--- src/rtl/imem_loader.sv ---
// Instruction-memory program loader: host byte stream -> big-endian words, CPU held until image is valid.
// Optional trailing XOR checksum byte when IMEM_LOADER_CHECKSUM_EN is defined.
module imem_loader #(
    parameter int NMEM = 20,
    parameter int AW   = 5
) (
    input  logic          clk,
    input  logic          rst_n,
    input  logic          start,
    input  logic          in_valid,
    input  logic [7:0]    in_data,
    output logic          in_ready,
    output logic          im_we,
    output logic [AW-1:0] im_waddr,
    output logic [31:0]   im_wdata,
    output logic          cpu_hold,
    output logic          done,
    output logic          err,
    output logic [AW:0]   word_cnt
);
    localparam logic [15:0] NMEM_L = 16'(NMEM);

    typedef enum logic [2:0] {
        IDLE, HDR_HI, HDR_LO, LOAD, DONE, ERR
`ifdef IMEM_LOADER_CHECKSUM_EN
        , CHK
`endif
    } state_t;

    state_t      state;
    logic [15:0] len_p0;
    logic [23:0] word_p0;
    logic [1:0]  byte_cnt;
    logic        xfer;
    logic [15:0] len_now;
    logic [15:0] next_cnt;
    logic        last_word;
`ifdef IMEM_LOADER_CHECKSUM_EN
    logic [7:0]  csum;
`endif

    assign xfer      = in_valid && in_ready;
    assign len_now   = {len_p0[15:8], in_data};
    assign next_cnt  = 16'(word_cnt) + 16'd1;
    assign last_word = (next_cnt == len_p0);

    // Stage p0: header and partial-word capture (data path, not reset)
    always_ff @(posedge clk) begin
        if (xfer && state == HDR_HI) len_p0[15:8] <= in_data;
        if (xfer && state == HDR_LO) len_p0[7:0]  <= in_data;
        if (xfer && state == LOAD)   word_p0      <= {word_p0[15:0], in_data};
    end

    // Stage p1: control FSM and registered memory write
    always_ff @(posedge clk) begin
        if (!rst_n) begin
            state    <= IDLE;
            in_ready <= 1'b0;
            im_we    <= 1'b0;
            im_waddr <= '0;
            im_wdata <= '0;
            cpu_hold <= 1'b1;
            done     <= 1'b0;
            err      <= 1'b0;
            word_cnt <= '0;
            byte_cnt <= '0;
`ifdef IMEM_LOADER_CHECKSUM_EN
            csum     <= '0;
`endif
        end else begin
            im_we <= 1'b0;
            case (state)
                IDLE, DONE, ERR: begin
                    if (start) begin
                        state    <= HDR_HI;
                        in_ready <= 1'b1;
                        cpu_hold <= 1'b1;
                        done     <= 1'b0;
                        err      <= 1'b0;
                        word_cnt <= '0;
                        byte_cnt <= '0;
`ifdef IMEM_LOADER_CHECKSUM_EN
                        csum     <= '0;
`endif
                    end
                end
                HDR_HI: begin
                    if (xfer) state <= HDR_LO;
                end
                HDR_LO: begin
                    if (xfer) begin
                        if (len_now == 16'd0) begin
`ifdef IMEM_LOADER_CHECKSUM_EN
                            state    <= CHK;
`else
                            state    <= DONE;
                            in_ready <= 1'b0;
                            done     <= 1'b1;
                            cpu_hold <= 1'b0;
`endif
                        end else if (len_now > NMEM_L) begin
                            state    <= ERR;
                            in_ready <= 1'b0;
                            err      <= 1'b1;
                        end else begin
                            state <= LOAD;
                        end
                    end
                end
                LOAD: begin
                    if (xfer) begin
                        byte_cnt <= byte_cnt + 2'd1;
`ifdef IMEM_LOADER_CHECKSUM_EN
                        csum     <= csum ^ in_data;
`endif
                        if (byte_cnt == 2'd3) begin
                            im_we    <= 1'b1;
                            im_waddr <= word_cnt[AW-1:0];
                            im_wdata <= {word_p0, in_data};
                            word_cnt <= next_cnt[AW:0];
                            if (last_word) begin
`ifdef IMEM_LOADER_CHECKSUM_EN
                                state    <= CHK;
`else
                                state    <= DONE;
                                in_ready <= 1'b0;
                                done     <= 1'b1;
                                cpu_hold <= 1'b0;
`endif
                            end
                        end
                    end
                end
`ifdef IMEM_LOADER_CHECKSUM_EN
                CHK: begin
                    if (xfer) begin
                        in_ready <= 1'b0;
                        if (in_data == csum) begin
                            state    <= DONE;
                            done     <= 1'b1;
                            cpu_hold <= 1'b0;
                        end else begin
                            state <= ERR;
                            err   <= 1'b1;
                        end
                    end
                end
`endif
                default: state <= IDLE;
            endcase
        end
    end
endmodule
--- config.mk ---
export PLATFORM = sky130hd
export DESIGN_NAME = imem_loader
export DESIGN_NICKNAME = d
export VERILOG_FILES = /design/src/rtl/imem_loader.sv
export SDC_FILE = /design/constraint.sdc
export NUM_CORES = 1
export LEC_CHECK = 0
export ABC_AREA = 1
export BUFFER_PORTS_ARGS = -buffer_cell sky130_fd_sc_hd__buf_4
export CAP_MARGIN = 20
export CORE_UTILIZATION = 50
export CTS_CLUSTER_SIZE = 30
export DETAILED_ROUTE_END_ITERATION = 7
export HOLD_SLACK_MARGIN = 0.06
export MAX_ROUTING_LAYER = met4
export PLACE_DENSITY_LB_ADDON = 0.08
export SYNTH_ARGS = -nofsm -noshare
export SYNTH_HDL_FRONTEND = slang
export SYNTH_SLANG_ARGS = --single-unit
export TNS_END_PERCENT = 20
--- constraint.sdc ---
create_clock -name clk -period 4.2 [get_ports clk]
set_input_delay 0.21 -clock clk [delete_from_list [all_inputs] [get_ports clk]]
set_output_delay 0.21 -clock clk [all_outputs]
set_load 0.02 [all_outputs]
==> impl_metrics.env, run 1 <==
export IMPL_core_um2=6870
export IMPL_dieArea_um2=7570
export IMPL_leakagePower_uw=0.00182
export IMPL_finalHoldViolations=0
export IMPL_cp_max_fo=49
export IMPL_start_util_pct=52.6
export IMPL_synth_top_area_share_pct=33.3
export IMPL_grt_max_degree=50
export IMPL_drv_cap=0
export IMPL_p_comb_share_pct=14.7
export IMPL_r2r_slack_ns=1.52
export IMPL_viasPerCell=5.01
export IMPL_io_buffers=59
export IMPL_synth_fp_nets=397
export IMPL_power_density_nw_per_um2=414
export IMPL_switchingPower_uw=483
export IMPL_clkTransAtPathRegs_ns=0.09
export IMPL_yosys_warnings=0
export IMPL_routed_wl_um=7070
export IMPL_ys_types=27
export IMPL_p_sw_share_pct=27.5
export IMPL_criticalPathCategory="reg -> reg"
export IMPL_cp_slowest_cell="nor2_4"
export IMPL_synth_top_area_cell="edfxtp_1"
export IMPL_r2r_end="im_wdata[9]"
export IMPL_syn_area_per_cell_um2=9.43
export IMPL_internal_power_uw=1280
export IMPL_synthFlopType="dfxtp_1"
export IMPL_cts_sinks=93
export IMPL_post_cts_buffers=0
export IMPL_fillCellCount=625
export IMPL_max_slew_margin_rel_pct=50.5
export IMPL_setup_viol_count_final=0
export IMPL_skew_ns=0.00979
export IMPL_gp_congestion=0.925
export IMPL_h_tree_depth=3
export IMPL_critical_path_required_ns=4.44
export IMPL_cts_tree="done"
export IMPL_synthCells=383
export IMPL_cts_resized=0
export IMPL_pin_count=60
export IMPL_synth_most_common_cell="nor2_1"
export IMPL_status="finished, final reports clean"
export IMPL_pwr_share_seq_pct=56.4
export IMPL_num_nets_final=454
export IMPL_fin_util_pct=61.8
export IMPL_reg2reg_from="state[0]"
export IMPL_drive_above_1_share_pct=20.7
export IMPL_synth_seq_cells=93
export IMPL_cp_endpoint="im_wdata[9]"
export IMPL_setup_tns_ns=0
export IMPL_die_y_um=87.0
export IMPL_rows=30
export IMPL_async_flop_share_pct=0
export IMPL_grt_antenna_before_repair=0
export IMPL_cp_startpoint="state[0]"
export IMPL_min_period_over_period_pct=63.9
export IMPL_slew_viol_final=0
export IMPL_multi_input_area_um2=1140
export IMPL_yosys_top_cells_area="edfxtp_1, dfxtp_1, nor2_1"
export IMPL_die_w_um=87.0
export IMPL_period_minus_slack_ns=2.68
export IMPL_peakVddDrop_mv=0.261
export IMPL_grtUsageTotal_pct=21.1
export IMPL_timing_hold_worst_class="in -> reg"
export IMPL_cp_end_kind="flip-flop"
export IMPL_gr_total_overflow=0
export IMPL_fmax_mhz=373
export IMPL_startpoint_type="flip-flop"
export IMPL_clkPwrFrac_pct=29.0
export IMPL_vias=2710
export IMPL_drtIter0Drc=135
export IMPL_numCtsBuffers=9
export IMPL_rsz0062_at_grt="false"
export IMPL_drt_first_pass_iters=4
export IMPL_grt_pass1_vias=2486
export IMPL_path_common_cell="inv_2"
export IMPL_grt_pass1_wl_um=11800
export IMPL_synth_common_cells="nor2_1, dfxtp_1, nand2_1, edfxtp_1, o21ai_0"
export IMPL_regArea_um2=2260
export IMPL_routedWlPerCell_um=13.1
export IMPL_area_growth_pct=17.6
export IMPL_cts_buffer_depth=2
export IMPL_syn_cell_area_um2=3610
export IMPL_n_antenna_cell=0
export IMPL_cts_root_buf="clkbuf_8"
export IMPL_max_stage_delay_ns=0.52
export IMPL_worst_pin_slew_ns=0.739
export IMPL_crit_chain="nand2_2 > nor2_4 > inv_2 > nor2_4 > inv_2 > nor2_8 > inv_2 > nor2_1 > nor2_1"
export IMPL_insertion_delay_ns=0.34
export IMPL_drc=0
export IMPL_synth_seq_area_share_pct=62.6
export IMPL_synth_edff_count=40
export IMPL_hold_buffers=0
export IMPL_crit_arrival_ns=2.92
export IMPL_ant_nets=0
export IMPL_dp_hpwl_um=4720
export IMPL_r2r_cells=9
stage by stage:
step                      power [uW]  worst slack [ns]  instance area (um2)  hold WS [ns]  std cells
after global placement          1270              1.48                 4090         0.434        525
final                           1760              1.52                 4250        0.0992        541
after floorplan                 1190              2.38                 3610         0.309        383
after global routing            1840              1.15                 4250        0.0868        541
after CTS                       1770              1.43                 4250        0.0912        541
after detailed placement        1270              1.44                 4090         0.434        525
flip-flops by register name, indices dropped and copies added (netlist names):
register	count
im_wdata	32
word_p0	24
len_p0	16
word_cnt	6
im_waddr	5
state	3
byte_cnt	2
cpu_hold	1
done	1
err	1
im_we	1
in_ready	1
critical path: cells and delay by family, from the launching register on:
family | cells | cell delay [ns]
simple gates | 6 | 1.55
flops | 1 | 0.41
buf+inv | 3 | 0.62
power groups by stage:
stage | clock network (uW) | registers, uW | logic (uW)
after floorplan | 0 | 1020 | 170
after global placement | 0 | 1010 | 256
after detailed placement | 0 | 1010 | 257
after CTS | 519 | 991 | 257
after global routing | 550 | 997 | 293
final | 510 | 991 | 258
cell families (layout without fill, tap and decap cells):
group           count (synthesis)  count (layout)  share of synthesized area (%)
simple gates                  173             173                           20.7
flops                          93              93                           62.6
compound gates                 69              69                           10.1
buf+inv                        46             108                           5.89
fa+ha+maj                       2               2                          0.693
cells in the final DEF (no fill, tap or decap), drive strengths merged:
cell type / count
clkinv: 1
edfxtp: 40
buf: 59
nand2: 59
nor3: 2
nand3b: 1
clkbuf: 13
nand3: 22
nor2: 85
o211a: 1
ha: 2
a21oi: 20
clkinvlp: 2
inv: 33
o21a: 1
dfxtp: 53
nand4: 4
o21ai: 47
layout make-up:
cell class	instances	share of cell area, %
inverter	33	2.92
tap	96	2.83
clock buffer	13	3.27
clock inverter	3	0.560
timing repair buffer	59	10.4
sequential	93	53.3
multi-input combinational	244	26.7
metal layers:
metal / part of all wire (%) / GRT usage [%] / vias up
met2: 44 / 31.2 / 73
met1: 49 / 29.3 / 1248
met4: 1.4 / 8.48 / 0
li1: - / - / 1380
met5: 0 / - / -
met3: 4.9 / 3.22 / 9
worst min-delay path by stage:
| stage | from | end | depth (start not counted) |
|---|---|---|---|
| floorplan | in_data[0] | len_p0[0] | 0 |
| finish | in_data[6] | len_p0[14] | 1 |
| detailed placement | word_p0[6] | word_p0[14] | 0 |
| CTS | in_data[4] | len_p0[12] | 1 |
| global placement | word_p0[12] | word_p0[20] | 0 |
| global route | in_data[4] | len_p0[12] | 1 |
(Power assumes the default switching activity.)
==> run 2, diff against run 1 <==
--- a/config.mk
+++ b/config.mk
@@ -5,7 +5,7 @@
 export SDC_FILE = /design/constraint.sdc
 export NUM_CORES = 1
 export LEC_CHECK = 0
-export ABC_AREA = 1
+export ABC_AREA = 0
 export BUFFER_PORTS_ARGS = -buffer_cell sky130_fd_sc_hd__buf_4
 export CAP_MARGIN = 20
 export CORE_UTILIZATION = 50
==> constraint.sdc (replaced) <==
create_clock -name clk -period 2.41 [get_ports clk]
set_input_delay 0.1205 -clock clk [delete_from_list [all_inputs] [get_ports clk]]
set_output_delay 0.1205 -clock clk [all_outputs]
set_load 0.02 [all_outputs]
==> run 2 against run 1 <==
Synthesized cell count down 9.4%. Combinational power is 110% higher. Die area decreased by 2.0%. Via count up 0.81%. Clock power rose by 120%. Final area is 5.5% higher. Sequential cell count unchanged. Routed wire length increased by 6.9%. Power grew 92%. Sequential share of layout area fell by 2.6 points. Register-to-register slack lost 1.4 ns. Core utilization grew 3.8 points.
==> impl_metrics.env, run 2 <==
export IMPL_status="finished, final reports clean"
export IMPL_setup_viol_count_final=0
export IMPL_crit_chain="ha_2 > nand2b_1 > a2111oi_2 > o2111ai_1 > o21a_1 > or4_4 > mux2_4"
export IMPL_criticalPathCategory="reg -> reg"
export IMPL_syn_cell_area_um2=3540
export IMPL_cts_sinks=93
export IMPL_crit_buf_inv=0
export IMPL_vias=2732
export IMPL_routedWlPerCell_um=14.4
export IMPL_multi_input_area_um2=1200
export IMPL_min_period_over_period_pct=96.1
export IMPL_yosys_warnings=0
export IMPL_pin_count=60
export IMPL_synth_common_cells="nand2_1, dfxtp_1, a21oi_1, edfxtp_1, nor2_1"
export IMPL_grt_pass1_wl_um=12200
export IMPL_synth_seq_area_share_pct=63.9
export IMPL_die_w_um=86.1
export IMPL_start_util_pct=51.8
export IMPL_drv_cap=0
export IMPL_cts_root_buf="clkbuf_8"
export IMPL_pre_cts_ws_ns=-0.0118
export IMPL_dp_hpwl_um=5130
export IMPL_drc=0
export IMPL_insertion_delay_ns=0.36
export IMPL_largest_reg_flops=32
export IMPL_synthFlopType="dfxtp_1"
export IMPL_synth_fp_nets=361
export IMPL_skew_ns=0.00882
export IMPL_drtIter0Drc=165
export IMPL_gr_total_overflow=0
export IMPL_cp_max_fo=3
export IMPL_startpoint_type="flip-flop"
export IMPL_ant_nets=0
export IMPL_viasPerCell=5.21
export IMPL_max_stage_delay_ns=0.53
export IMPL_r2r_slack_ns=0.09
export IMPL_reg_largest_list="im_wdata (32), word_p0 (24), len_p0 (16)"
export IMPL_regArea_um2=2270
export IMPL_period_minus_slack_ns=2.32
export IMPL_rsz0062_at_grt="false"
export IMPL_rows=30
export IMPL_grtUsageTotal_pct=22.3
export IMPL_setup_tns_ns=0
export IMPL_async_flop_share_pct=0
export IMPL_top_register="im_wdata"
export IMPL_numCtsBuffers=9
export IMPL_dp_cells=498
export IMPL_dieArea_um2=7420
export IMPL_cp_end_kind="flip-flop"
export IMPL_slew_viol_final=0
export IMPL_gp_congestion=0.880
export IMPL_crit_arrival_ns=2.57
export IMPL_power_density_nw_per_um2=753
export IMPL_num_nets_final=437
export IMPL_h_tree_depth=3
export IMPL_layout_setup_ws_ns=0.0931
export IMPL_max_slew_margin_rel_pct=64.8
export IMPL_synthCells=347
export IMPL_clkTransAtPathRegs_ns=0.10
export IMPL_grt_pass1_vias=2451
export IMPL_worst_pin_slew_ns=0.527
export IMPL_synth_edff_count=40
export IMPL_leakagePower_uw=0.00166
export IMPL_instances_no_fill=524
export IMPL_routed_wl_um=7560
export IMPL_area_growth_pct=26.7
export IMPL_drt_first_pass_iters=4
export IMPL_peakVddDrop_mv=0.436
export IMPL_grt_max_degree=50
export IMPL_final_common_cell="nand2_1"
export IMPL_mostFrequentLayoutCells="nand2_1, buf_4, dfxtp_1"
export IMPL_synth_most_common_cell="nand2_1"
export IMPL_timing_hold_worst_class="in -> reg"
export IMPL_synth_top_area_cell="edfxtp_1"
export IMPL_drive_above_1_share_pct=23.4
export IMPL_ys_types=42
export IMPL_n_antenna_cell=0
export IMPL_synth_top_area_share_pct=33.9
export IMPL_io_buffers=59
export IMPL_critical_path_required_ns=2.67
export IMPL_cp_slowest_cell="or4_4"
export IMPL_yosys_top_cells_area="edfxtp_1, dfxtp_1, nand2_1"
export IMPL_cts_tree="done"
export IMPL_fmax_mhz=432
export IMPL_finalHoldViolations=0
export IMPL_die_y_um=86.1
export IMPL_fillCellCount=589
export IMPL_grt_antenna_before_repair=0
export IMPL_syn_area_per_cell_um2=10.2
export IMPL_core_um2=6830
export IMPL_synth_seq_cells=93
export IMPL_path_delay_family="compound AO/OA/AOI/OAI gates"
export IMPL_cts_buffer_depth=2
run 2: power breakdown:
group	total [uW]	switching, uW	internal, uW
Combinational	535	297	238
Sequential	1740	40.5	1700
Clock	1100	599	506
run 2: area by class of cell:
type / instances / area share, %
sequential: 93 / 50.6
multi-input combinational: 229 / 26.7
timing repair buffer: 85 / 14.7
clock buffer: 9 / 2.76
tap: 96 / 2.68
clock inverter: 7 / 2.07
inverter: 5 / 0.419
run 2: worst paths after layout:
path                    start          end  cells past startpoint
setup / recovery  byte_cnt[0]     cpu_hold                      7
hold / removal          start  byte_cnt[1]                      4
setup reg to reg  byte_cnt[0]     cpu_hold                      7
hold reg to reg   word_p0[11]  word_p0[19]                      0
run 2: per-layer routing:
| metal | up-vias | wire length (um) | track usage, % |
|---|---|---|---|
| li1 | 1364 | - | - |
| met1 | 1273 | 3570 | 30.1 |
| met2 | 89 | 3520 | 33.1 |
| met3 | 6 | 427 | 4.72 |
| met4 | 0 | 44 | 8.18 |
| met5 | - | 0 | - |
run 2: repair_timing:
item | in CTS | in global routing
resized for setup | 0 | 1
buffers inserted | 1 | 0
endpoints found under the hold margin | 35 | 0
pin swaps | 3 | 0
setup endpoints to repair | 1 | 1
hold buffers | 9 | 0
cloned | 0 | 0
run 2: stage by stage:
step                hold slack, ns  cell area, um2  util [%]  total power, uW
floorplan                    0.219            3560         -             2080
global placement             0.353            4170      61.0             2280
detailed placement           0.353            4170      61.0             2270
CTS                          0.141            4480      65.6             3390
global route                 0.195            4480      65.6             3520
finish                       0.154            4480      65.6             3380
run 2: kinds of logic (layout without fill, tap and decap cells):
| group | Yosys count | count (layout) | synth area share, % |
|---|---|---|---|
| compound gates | 81 | 81 | 13.4 |
| xor+xnor | 5 | 5 | 1.24 |
| flops | 93 | 93 | 63.9 |
| fa+ha+maj | 2 | 2 | 0.707 |
| mux | 2 | 2 | 0.707 |
| simple gates | 139 | 139 | 17.2 |
| buf+inv | 25 | 106 | 2.79 |
run 2: worst reg2reg max path, delay by kind of cell (launching register included):
family	cells	cell delay, ns
AND/OR/NAND/NOR	2	0.60
AO/OA/AOI/OAI	3	0.72
flip-flops	1	0.37
multiplexers	1	0.30
adder cells (fa/ha/maj)	1	0.22
